File: src/rtl/pipe_run_ctrl.sv
// Purpose : run/halt/single-step controller producing the pipeline cycle-enable.
// Latency : an accepted command changes state at its edge; pipe_en follows one cycle later.
// Backpr. : cmd_ready is low for the whole of a STEP, so commands wait until it ends.
//
// Ports:
//   clock, resetn        clock and asynchronous active-low reset
//   cmd_valid/cmd_ready  command handshake; cmd_op = HALT/RUN/STEP/SET_BP, cmd_arg operand
//   pc                   registered PC of the pipeline (compared against the breakpoint)
//   pipe_en              cycle-enable for PC, pipeline registers, RF and RAM writes
//   halted, state        run state (00 HALT, 01 RUN, 10 STEP)
//   bp_hit               sticky flag: the last stop came from the breakpoint
//   cycle_cnt            free-running count of enabled cycles
module pipe_run_ctrl #(
    parameter int CNT_W = 16,
    parameter int CYC_W = 32
) (
    input  logic             clock,
    input  logic             resetn,
    input  logic             cmd_valid,
    output logic             cmd_ready,
    input  logic [1:0]       cmd_op,
    input  logic [31:0]      cmd_arg,
    input  logic [31:0]      pc,
    output logic             pipe_en,
    output logic             halted,
    output logic             bp_hit,
    output logic [1:0]       state,
    output logic [CYC_W-1:0] cycle_cnt
);

    typedef enum logic [1:0] {
        ST_HALT = 2'b00,
        ST_RUN  = 2'b01,
        ST_STEP = 2'b10
    } state_t;

    localparam logic [1:0] OP_HALT   = 2'b00;
    localparam logic [1:0] OP_RUN    = 2'b01;
    localparam logic [1:0] OP_STEP   = 2'b10;
    localparam logic [1:0] OP_SET_BP = 2'b11;

    state_t           st_q, st_d;
    logic [CNT_W-1:0] step_left_q, step_left_d;
    logic [31:0]      bp_addr_q, bp_addr_d;
    logic             bp_valid_q, bp_valid_d;
    logic             bp_skip_q, bp_skip_d;
    logic             bp_hit_q, bp_hit_d;
    logic [CYC_W-1:0] cycle_cnt_q, cycle_cnt_d;

    logic             cmd_acc;
    logic             bp_match;
    logic [CNT_W-1:0] step_n;

    assign cmd_ready = (st_q != ST_STEP);
    assign cmd_acc   = cmd_valid & cmd_ready;
    assign step_n    = cmd_arg[CNT_W-1:0];

    // bp_skip suppresses the match on the instruction we just stopped at,
    // so RUN can resume past it.
    assign bp_match  = bp_valid_q & (pc == bp_addr_q) & ~bp_skip_q & (st_q == ST_RUN);
    assign pipe_en   = ((st_q == ST_RUN) & ~bp_match) | (st_q == ST_STEP);

    assign halted    = (st_q == ST_HALT);
    assign state     = st_q;
    assign bp_hit    = bp_hit_q;
    assign cycle_cnt = cycle_cnt_q;

    always_ff @(posedge clock or negedge resetn) begin
        if (!resetn) begin
            st_q        <= ST_HALT;
            step_left_q <= '0;
            bp_addr_q   <= '0;
            bp_valid_q  <= 1'b0;
            bp_skip_q   <= 1'b0;
            bp_hit_q    <= 1'b0;
            cycle_cnt_q <= '0;
        end else begin
            st_q        <= st_d;
            step_left_q <= step_left_d;
            bp_addr_q   <= bp_addr_d;
            bp_valid_q  <= bp_valid_d;
            bp_skip_q   <= bp_skip_d;
            bp_hit_q    <= bp_hit_d;
            cycle_cnt_q <= cycle_cnt_d;
        end
    end

    always_comb begin
        st_d        = st_q;
        step_left_d = step_left_q;
        bp_addr_d   = bp_addr_q;
        bp_valid_d  = bp_valid_q;
        bp_skip_d   = bp_skip_q;
        bp_hit_d    = bp_hit_q;
        cycle_cnt_d = cycle_cnt_q;

        if (pipe_en) begin
            cycle_cnt_d = cycle_cnt_q + CYC_W'(1);
            bp_skip_d   = 1'b0;
        end

        if (st_q == ST_STEP) begin
            // Exit on 1 rather than decrementing to 0; the count never underflows.
            if (step_left_q > CNT_W'(1)) begin
                step_left_d = step_left_q - CNT_W'(1);
            end else begin
                st_d = ST_HALT;
            end
        end else if (cmd_acc) begin
            case (cmd_op)
                OP_HALT: st_d = ST_HALT;
                OP_RUN: begin
                    st_d     = ST_RUN;
                    bp_hit_d = 1'b0;
                end
                OP_STEP: begin
                    st_d        = ST_STEP;
                    step_left_d = (step_n == '0) ? CNT_W'(1) : step_n;
                    bp_hit_d    = 1'b0;
                end
                OP_SET_BP: begin
                    // Word-align the address; bit 0 of the argument disables.
                    bp_addr_d  = cmd_arg & 32'hFFFF_FFFC;
                    bp_valid_d = ~cmd_arg[0];
                    bp_skip_d  = 1'b0;
                end
                default: st_d = st_q;
            endcase
        end

        // A breakpoint stop wins over any command accepted in the same cycle
        // (a SET_BP still loads its address).
        if (bp_match) begin
            st_d      = ST_HALT;
            bp_hit_d  = 1'b1;
            bp_skip_d = 1'b1;
        end
    end

endmodule
File: config.mk
export PLATFORM = sky130hd
export DESIGN_NAME = pipe_run_ctrl
export DESIGN_NICKNAME = d
export VERILOG_FILES = /design/src/rtl/pipe_run_ctrl.sv
export SDC_FILE = /design/constraint.sdc
export NUM_CORES = 1
export LEC_CHECK = 0
export BUFFER_PORTS_ARGS = -buffer_cell sky130_fd_sc_hd__buf_2
export CAP_MARGIN = 20
export CORE_MARGIN = 5
export CORE_UTILIZATION = 30
export DETAILED_ROUTE_END_ITERATION = 8
export HOLD_SLACK_MARGIN = 0.06
export MAX_ROUTING_LAYER = met4
export PLACE_DENSITY = 0.48
export SLEW_MARGIN = 5
export SYNTH_ARGS = -nofsm -noshare
export SYNTH_HDL_FRONTEND = slang
export SYNTH_SLANG_ARGS = --single-unit
File: constraint.sdc
create_clock -name clock -period 2.32 [get_ports clock]
set_input_delay 0.232 -clock clock [delete_from_list [all_inputs] [get_ports clock]]
set_output_delay 0.232 -clock clock [all_outputs]
set_load 0.03 [all_outputs]
Word level (Yosys, flattened, before mapping)
Index checks and enable logic that the tools add are counted.
{"block": "totals", "regBits": 83, "input_bits": 69, "out_inout_bits": 38, "word_cells": 63}
{"block": "op_classes", "add_sub_neg": 2, "n_lt_le_gt_ge": 1, "eq_ne": 10, "mux": 19, "bitwise_logic": 10, "n_reduce_logical": 14}
{"operator": "two-way mux 16 bit", "count": 5}
{"operator": "adder 32 x 1 -> 32 bit, second input constant", "count": 1}
{"operator": "== test 32 bit", "count": 1}
{"operator": "greater-than comparator 16 x 1 -> 1 bit, second input constant", "count": 1}
{"operator": "zero test 16 bit", "count": 1}
{"operator": "subtractor 16 x 1 -> 16 bit, second input constant", "count": 1}
{"operator": "AND reduction 3 bit", "count": 4}
{"operator": "two-way mux 1 bit", "count": 9}
{"operator": "two-way mux 2 bit", "count": 4}
{"operator": "nonzero test 2 bit", "count": 4}
{"operator": "== test 2 bit, second input constant", "count": 3}
{"operator": "case mux 2 bit (3 select lines)", "count": 1}
{"operator": "bitwise AND 1 bit", "count": 5}
{"operator": "nonzero test 5 bit", "count": 1}
{"operator": "== test 2 x 1 -> 1 bit, second input constant", "count": 2}
{"operator": "zero test 2 bit", "count": 2}
{"operator": "inequality test 2 bit, second input constant", "count": 2}
{"operator": "NOT 1 bit", "count": 4}
{"operator": "inequality test 3 bit, second input constant", "count": 1}
{"operator": "nonzero test 3 bit", "count": 1}
{"operator": "inequality test 2 x 1 -> 1 bit, second input constant", "count": 1}
{"operator": "OR reduction 2 bit", "count": 1}
{"operator": "bitwise OR 1 bit", "count": 1}

Longest topological paths before layout
Gate-level depths: netlist (run 1).
{"block": "depth", "depth_word": 12, "depth_mapped": 9, "mapped_depth_nobuf": 8}

Least setup slack after synthesis (run 1)
Ideal clock, no wire load.
{"block": "synth_timing", "path_type": "register to register", "startpoint": "register step_left_q[6]", "endpoint": "register step_left_q[4]", "setup_ns": 0.121, "arrival_time_ns": 2.042, "required_ns": 2.199, "setup_slack_ns": 0.157, "stages_incl_launch_ff": 8, "n_path_buf": 1, "period_less_slack_ns": 2.163, "path_cell_list": "dfrtp_1 or4_4 nor4_4 a31oi_1 a31oi_4 buf_6 a21oi_1 o22a_1"}
{"block": "synth_via", "elab_chain_cells": 3}
{"item": "from (decl)", "line": "43", "rtl": "logic [CNT_W-1:0] step_left_q, step_left_d;"}
{"item": "from (signal assigned)", "line": "79", "rtl": "step_left_q <= step_left_d;"}
{"item": "greater-than comparator 16 x 1 -> 1 bit", "line": "104", "rtl": "if (step_left_q > CNT_W'(1)) begin"}
{"item": "inequality test 2 x 1 -> 1 bit (no line)"}
{"item": "AND reduction 3 bit (no line)"}
Every way passes these cells.
A chain may end at the register's enable or synchronous reset.

Worst setup path in the final report (run 1)
{"block": "layout_timing", "startpoint": "register bp_addr_q[11]", "endpoint": "output pipe_en"}
{"block": "layout_via", "elab_chain_cells": 7}
{"item": "from (decl)", "line": "44", "rtl": "logic [31:0] bp_addr_q, bp_addr_d;"}
{"item": "from (signal assigned)", "line": "80", "rtl": "bp_addr_q <= bp_addr_d;"}
{"item": "== test 32 bit", "line": "60", "rtl": "assign bp_match = bp_valid_q & (pc == bp_addr_q) & ~bp_skip_q & (st_q == ST_RUN);"}
{"item": "bitwise AND 1 bit (3 in a row)", "line": "60"}
{"item": "NOT 1 bit", "line": "61", "rtl": "assign pipe_en = ((st_q == ST_RUN) & ~bp_match) | (st_q == ST_STEP);"}
{"item": "bitwise AND 1 bit", "line": "61"}
{"item": "bitwise OR 1 bit", "line": "61"}
{"item": "to (decl)", "line": "24", "rtl": "output logic pipe_en,"}
Every way passes these cells.

==> results of run 1 <==
-- routing by layer --
metal / GRT usage / vias to the layer above / wire, um
li1: - / 1889 / -
met1: 0.1901 / 1929 / 5878
met2: 0.2435 / 110 / 6205
met3: 0.05437 / 11 / 802
met4: 0.03811 / 0 / 170
met5: - / - / 0
-- worst register-to-register path, delay by kind of cell (launching register included) --
family,cells,cell delay [ps]
xor+xnor,1,160
flops,1,390
compound gates,2,370
simple gates,3,560
buf+inv,4,560
-- worst paths after layout --
path | endpoint | cells after the start
max | pipe_en | 8
min | bp_addr_q[26] | 2
max reg2reg | cycle_cnt[5] | 10
min reg2reg | cycle_cnt[31] | 1
max in group asynchronous | cycle_cnt[31] | 3
min in group asynchronous | cycle_cnt[17] | 2
-- what timing repair did --
item	in CTS	in global routing
endpoints found under the hold margin	40	0
gates resized for setup	8	3
hold buffers	1	0
setup buffers	2	1
endpoints found under the setup margin	1	2
pin swaps	5	7
-- sequential cells by signal, indices dropped and copies added, names as in the netlist --
name         cells
step_left_q     16
bp_valid_q       1
cycle_cnt       32
bp_hit           1
bp_skip_q        1
state            2
bp_addr_q       30
-- cell usage in the layout, fill, tap and decap left out, types with 10 or more instances in the layout --
cell type                   count
sky130_fd_sc_hd__xnor2_1       51
sky130_fd_sc_hd__nor2_1        33
sky130_fd_sc_hd__inv_1         12
sky130_fd_sc_hd__nand4_1       11
sky130_fd_sc_hd__nand2_1       25
sky130_fd_sc_hd__mux2_2        33
sky130_fd_sc_hd__a21oi_1       26
sky130_fd_sc_hd__o21ai_0       19
sky130_fd_sc_hd__nor3_1        11
sky130_fd_sc_hd__dfrtp_1       83
sky130_fd_sc_hd__buf_4         20
sky130_fd_sc_hd__nand3_1       10
sky130_fd_sc_hd__buf_2        104
sky130_fd_sc_hd__o2111ai_1     10
-- cells in the mapped netlist, drive strengths merged --
master,instances,area share
nand2b,3,0.0041
o2111ai,10,0.019
nor2,35,0.029
o31ai,1,0.0017
a31oi,5,0.010
a221oi,1,0.0019
a22oi,6,0.0099
dfrtp,83,0.46
a211oi,1,0.0017
nand2,25,0.021
inv,12,0.0099
a21oi,27,0.030
a41oi,1,0.0019
ha,8,0.022
nand3,11,0.012
o211ai,9,0.015
mux2i,1,0.0022
or2,1,0.0014
o31a,1,0.0019
nor3,11,0.012
or4,2,0.0041
o21ai,23,0.025
clkbuf,10,0.0083
o311ai,4,0.0077
and4,6,0.012
and3,7,0.0096
a32oi,5,0.0096
o22a,4,0.0077
nor4b,1,0.0019
a31o,1,0.0019
and2,5,0.0069
mux2,33,0.082
nor2b,1,0.0014
a211o,1,0.0019
nor4bb,1,0.0022
nor3b,1,0.0017
nand4,11,0.015
buf,7,0.0088
xnor2,52,0.10
a21o,6,0.0099
nor4,9,0.016
nand4b,1,0.0019
-- layout make-up --
class                           count  area [um^2]  share of cell area
Clock buffer                       12        256.5             0.04406
Inverter                           12        45.04            0.007737
Sequential cell                    83         2077              0.3568
Timing Repair Buffer              129        752.0              0.1292
Tap cell                          188        235.2             0.04040
Multi-Input combinational cell    331         2395              0.4113
Clock inverter                      4        48.80            0.008382
Antenna cell                        5        12.51            0.002149
-- through the flow --
stage / utilization / cells / cell area (um^2) / power, W / setup WS, ps
global placement: 0.3601 / 739 / 5413 / 0.004474 / 107.1
detailed placement: 0.3601 / 739 / 5413 / 0.004525 / 45.80
CTS: 0.3849 / 758 / 5786 / 0.006104 / 8.660
floorplan: - / 443 / 4539 / 0.003859 / 156.7
global route: 0.3873 / 764 / 5822 / 0.006458 / 15.83
finish: 0.3873 / 764 / 5822 / 0.006028 / 148.1
-- logic make-up after synthesis --
logic type	count (synthesis)
compound gates	106
xor+xnor	52
fa+ha+maj	8
buf+inv	29
flops	83
mux	34
simple gates	131
-- power groups by stage --
stage | Sequential [W] | Clock, W | Combinational, W
floorplan | 0.00245 | 0 | 0.00141
global route | 0.00244 | 0.00160 | 0.00242
detailed placement | 0.00239 | 0 | 0.00214
finish | 0.00237 | 0.00148 | 0.00218
global placement | 0.00236 | 0 | 0.00211
CTS | 0.00237 | 0.00154 | 0.00219
==> results.md, run 1 <==
- Power share of the clock group: 0.245
- Adder-cell share of the synthesized area: 0.02205
- Smallest hold slack: 116.0 ps
- Post-route setup TNS: 0 ps
- Synthesized area per cell: 10.25 um^2
- Internal: 0.003844 W
- Beginning of the critical path: bp_addr_q[11]
- Clock transition at path regs: 60 ps
- Multiplexer share of the synthesized area: 0.08407
- Stage delay of the slowest cell on the critical path: 390 ps
- Global-route wire length before repair: 21.01 mm
- Number of design rule violations left after detail routing: 0
- Combinational share of power: 0.361
- Detailed-placement wirelength estimate: 9.597 mm
- Setup repair after global routing missed its margin: false
- Highest-delay cell along the critical path: sky130_fd_sc_hd__dfrtp_1
- Vias per inst: 5.156
- Synth Register Bits: 83
- Worst-case headroom to the max-slew limit: 0.5911
- Minimum period implied by the final worst setup slack: 2172 ps
- Number of iterations in the first detailed-routing pass: 4
- Rows: 45
- Drt wl/cell: 17.09 um
- Die Span Y: 133.0 um
- Simple-gate portion of the synthesized area: 0.1516
- CP top delay family: simple AND/OR/NAND/NOR gates
- Type of the worst setup path: flop to output pin
- CTS tree: done
- Sequential share of the synthesized area: 0.4576
- Buffer depth of the longest clock path: 2
- Top-level port count: 107
- Largest net degree at the start of global routing: 44
- Global route overflow: 0
- Reported leakage power: 2.587 nW
- Startpoint kind of the worst setup timing path: flop
- Clock insertion delay at the later pin of the skew report: 350 ps
- Required time of the critical path: 2090 ps
- CTS buffer count: 9
- Actual slew at the worst max-slew pin: 613.4 ps
- Critical path, cell by cell: xnor2_1, nand4_1, nor4_4, buf_4, a21oi_4, nor2_4, inv_1, buf_6
- Worst clock skew: 10.32 ps
- Outcome: finished clean
- Critical path arrival: 1940 ps
- Total vias in the final route: 3939
- Synthesized-area fraction occupied by ao, oa, aoi and oai cells: 0.1574
- Unique masters post-synth: 49
- Maximum operating frequency: 0.4604 GHz
- Number of H-tree levels: 3
- P_sw: 0.002184 W
- Count of endpoints failing hold in the final timing report: 0
- Launch instance of the worst register-to-register path: bp_addr_q[11]
- CP Max Fanout: 2
- Synth warnings: 0
- Number of buffers and inverters on the critical path: 3
- CTS root buffer: sky130_fd_sc_hd__clkbuf_16
- Count of port buffers added during placement: 106
- Count of fill cells added during filler insertion: 1521
- Number of pins with negative max-slew slack in the final report: 0
- Floorplan Core Area: 15030 um^2
- Max Cap Viol: 0
- DIE AREA: 17690 um^2
- Initial core utilization: 0.3020
- Worst reg2reg setup slack: 170 ps
- Proportion of layout cells with a drive suffix above 1: 0.3292
- Drt first-iter violations: 170
- Vias in the first global route: 4019
- XOR/XNOR share of the synthesized area: 0.1003
- Gate Count Post-Synth: 443
- Net switching fraction of the power: 0.3623
- Number of nets with antenna violations after detailed routing: 0
- Setup crit end kind: output pin
- Count of final setup violators: 0
- Layout overhead on the synthesized area: 28.25%
- Hold Path Origin: cmd_arg[26]
- Min-Delay Path Class: input pin to flop
- NumNets Final: 643
- Routability cong.: 0.8309
- Part of the cycle the worst path needs: 0.9361
- Cell area power density: 1035 nW/um^2
- Final wirelength: 13.06 mm
- Total standard cell area after synthesis: 4539 um^2
- Total GRT Usage: 0.1545
- Sinks on Clock Net: 83
- Sequential share of power: 0.393
- Number of antenna violations at the first check in global routing: 5
- Dominant combinational cell family by area after synthesis: compound AO/OA/AOI/OAI gates
- Peak VDD IR: 0.0005324 V
- Syn Nets: 520
- Die width: 133.0 um
(Power assumes the default switching activity.)
==> inputs of run 2 (changes only) <==
--- a/config.mk
+++ b/config.mk
@@ -10,7 +10,7 @@
 export CORE_MARGIN = 5
 export CORE_UTILIZATION = 30
 export DETAILED_ROUTE_END_ITERATION = 8
-export HOLD_SLACK_MARGIN = 0.06
+export HOLD_SLACK_MARGIN = 0.12
 export MAX_ROUTING_LAYER = met4
 export PLACE_DENSITY = 0.48
 export SLEW_MARGIN = 5
==> constraint.sdc (replaced) <==
create_clock -name clock -period 2.32 [get_ports clock]
set_input_delay 0.232 -clock clock [delete_from_list [all_inputs] [get_ports clock]]
set_output_delay 0.232 -clock clock [all_outputs]
set_load 0.01 [all_outputs]
==> run 2 against run 1 <==
Against the previous run:
- critical path depth up 1
- sequential power about the same
- clock skew is 1.1 ps higher
- wire length rose by 0.58%
- maximum frequency is 0.22% higher
- die area did not move
- setup slack improved by 4.8 ps
- combinational power is 7% lower
- utilization up 1.1 points
- final cell count rose by 2.0%
- global-route usage rose by 0.17 points
- critical endpoint is now step_left_q[14]
- highest routed layer unchanged
==> results.md, run 2 (same netlist as run 1, synthesis figures left out) <==
- Outcome: finished clean
- Number of design rule violations left after detail routing: 0
- Detailed-placement wirelength estimate: 9.728 mm
- Area of all placed cells without fillers: 5988 um^2
- Highest-delay cell along the critical path: sky130_fd_sc_hd__or4_1
- Clock transition at path regs: 70 ps
- Number of pins with negative max-slew slack in the final report: 0
- Count of port buffers added during placement: 106
- Max Cap Viol: 0
- Maximum operating frequency: 0.4615 GHz
- Part of the cycle the worst path needs: 0.9341
- Stage delay of the slowest cell on the critical path: 480 ps
- Critical path arrival: 2440 ps
- Number of antenna violations at the first check in global routing: 4
- Required time of the critical path: 2590 ps
- Initial core utilization: 0.3020
- Largest net degree at the start of global routing: 40
- Top library cells by usage in the layout, fill and taps aside: sky130_fd_sc_hd__buf_2, sky130_fd_sc_hd__dfrtp_1, sky130_fd_sc_hd__xnor2_1
- Number of iterations in the first detailed-routing pass: 4
- Die width: 133.0 um
- Drt wl/cell: 16.86 um
- Critical path, cell by cell: inv_1, ha_1, nor2_1, nor4bb_1, a31oi_1, a31oi_4, buf_12, or4_1, o211ai_1
- Routability cong.: 0.8425
- Top-level port count: 107
- CP Max Fanout: 33
- Minimum period implied by the final worst setup slack: 2167 ps
- Total vias in the final route: 4014
- Sinks on Clock Net: 83
- Proportion of layout cells with a drive suffix above 1: 0.3186
- Setup repair after global routing missed its margin: true
- CP top delay family: simple AND/OR/NAND/NOR gates
- NumNets Final: 659
- Smallest hold slack: 125.0 ps
- Type of the worst setup path: flop to flop
- Clock insertion delay at the later pin of the skew report: 350 ps
- Rows: 45
- Worst-case headroom to the max-slew limit: 0.5863
- CTS root buffer: sky130_fd_sc_hd__clkbuf_16
- Count of fill cells added during filler insertion: 1501
- Peak VDD IR: 0.0004778 V
- Vias per inst: 5.153
- Startpoint kind of the worst setup timing path: flop
- Share of the core filled with cells in the final layout: 0.3983
- Number of buffers and inverters on the critical path: 2
- Worst reg2reg setup slack: 150 ps
- Global route overflow: 0
- Post-route setup TNS: 0 ps
- Vias in the first global route: 4141
- DIE AREA: 17690 um^2
- Number of nets with antenna violations after detailed routing: 0
- Total cell area at the placement stage: 5420 um^2
- CTS tree: done
- Count of endpoints failing hold in the final timing report: 0
- Buffer depth of the longest clock path: 2
- Max FFs per register: 32
- Floorplan Core Area: 15030 um^2
- Hold Path Origin: cmd_arg[0]
- Count of final setup violators: 0
- Number of H-tree levels: 3
- Final wirelength: 13.13 mm
- Actual slew at the worst max-slew pin: 620.5 ps
- Global-route wire length before repair: 21.20 mm
- Beginning of the critical path: step_left_q[0]
- Die Span Y: 133.0 um
- Worst clock skew: 11.41 ps
- CTS buffer count: 9
- Most common cell after layout, fill and taps aside: sky130_fd_sc_hd__buf_2
- Launch instance of the worst register-to-register path: step_left_q[0]
- Setup crit end kind: flop
- Min-Delay Path Class: input pin to flop
- Drt first-iter violations: 190
- Reported leakage power: 2.651 nW
- Cell area power density: 998.4 nW/um^2
- Layout overhead on the synthesized area: 31.92%
- Total GRT Usage: 0.1562
## run 2: changes by cell type in the layout (fill, tap and decap cells not counted), sizes merged
cell,previous run,this run
diode,5,4
bufinv,1,2
clkbuf,12,10
inv,12,14
dlygate4sd3,1,17
clkinv,3,2
## run 2: cell type report
| type | count | area (um^2) | share of cell area |
|---|---|---|---|
| repair buffers | 145 | 905.9 | 0.1513 |
| flip-flops and latches | 83 | 2077 | 0.3468 |
| clock buffers | 10 | 229.0 | 0.03824 |
| inverters | 12 | 45.04 | 0.007522 |
| diodes | 4 | 10.01 | 0.001672 |
| clock inverters | 6 | 97.59 | 0.01630 |
| well taps | 188 | 235.2 | 0.03928 |
| multi-input cells | 331 | 2389 | 0.3989 |
## run 2: power breakdown
part,internal [W],leakage [nW],switching [W],total [W]
clock network,0.000959,0.159,0.000633,0.00159
logic,0.00102,1.49,0.00101,0.00202
registers,0.00194,1.00,0.000427,0.00237
total,0.00391,2.65,0.00207,0.00598
## run 2: metal layers
layer	GRT usage	vias to the layer above	share of wire
met5	-	-	0
met4	0.04503	0	0.015
met3	0.05437	19	0.067
met2	0.2528	117	0.49
met1	0.1841	1957	0.43
li1	-	1921	-
## run 2: path summary, 6_finish.rpt
path / to / depth (start not counted)
max in group asynchronous: cycle_cnt[15] / 3
min in group asynchronous: cycle_cnt[1] / 2
max: step_left_q[14] / 9
min reg2reg: bp_hit / 1
max reg2reg: step_left_q[14] / 9
min: bp_valid_q / 2
## run 2: what timing repair did
item / in CTS / in global routing
hold buffers: 17 / 0
pin swaps: 2 / 5
resized for setup: 4 / 4
endpoints found under the hold margin: 39 / 0
buffers inserted: 1 / 1
setup endpoints to repair: 1 / 1
## run 2: per-stage QoR
stage / power, W / instances / worst slack, ps
after floorplan: 0.003716 / 443 / 156.7
after global placement: 0.004326 / 740 / 101.1
after detailed placement: 0.004385 / 740 / 119.8
after CTS: 0.006061 / 774 / 7.364
after global routing: 0.006403 / 779 / -39.78
final: 0.005979 / 779 / 153.0
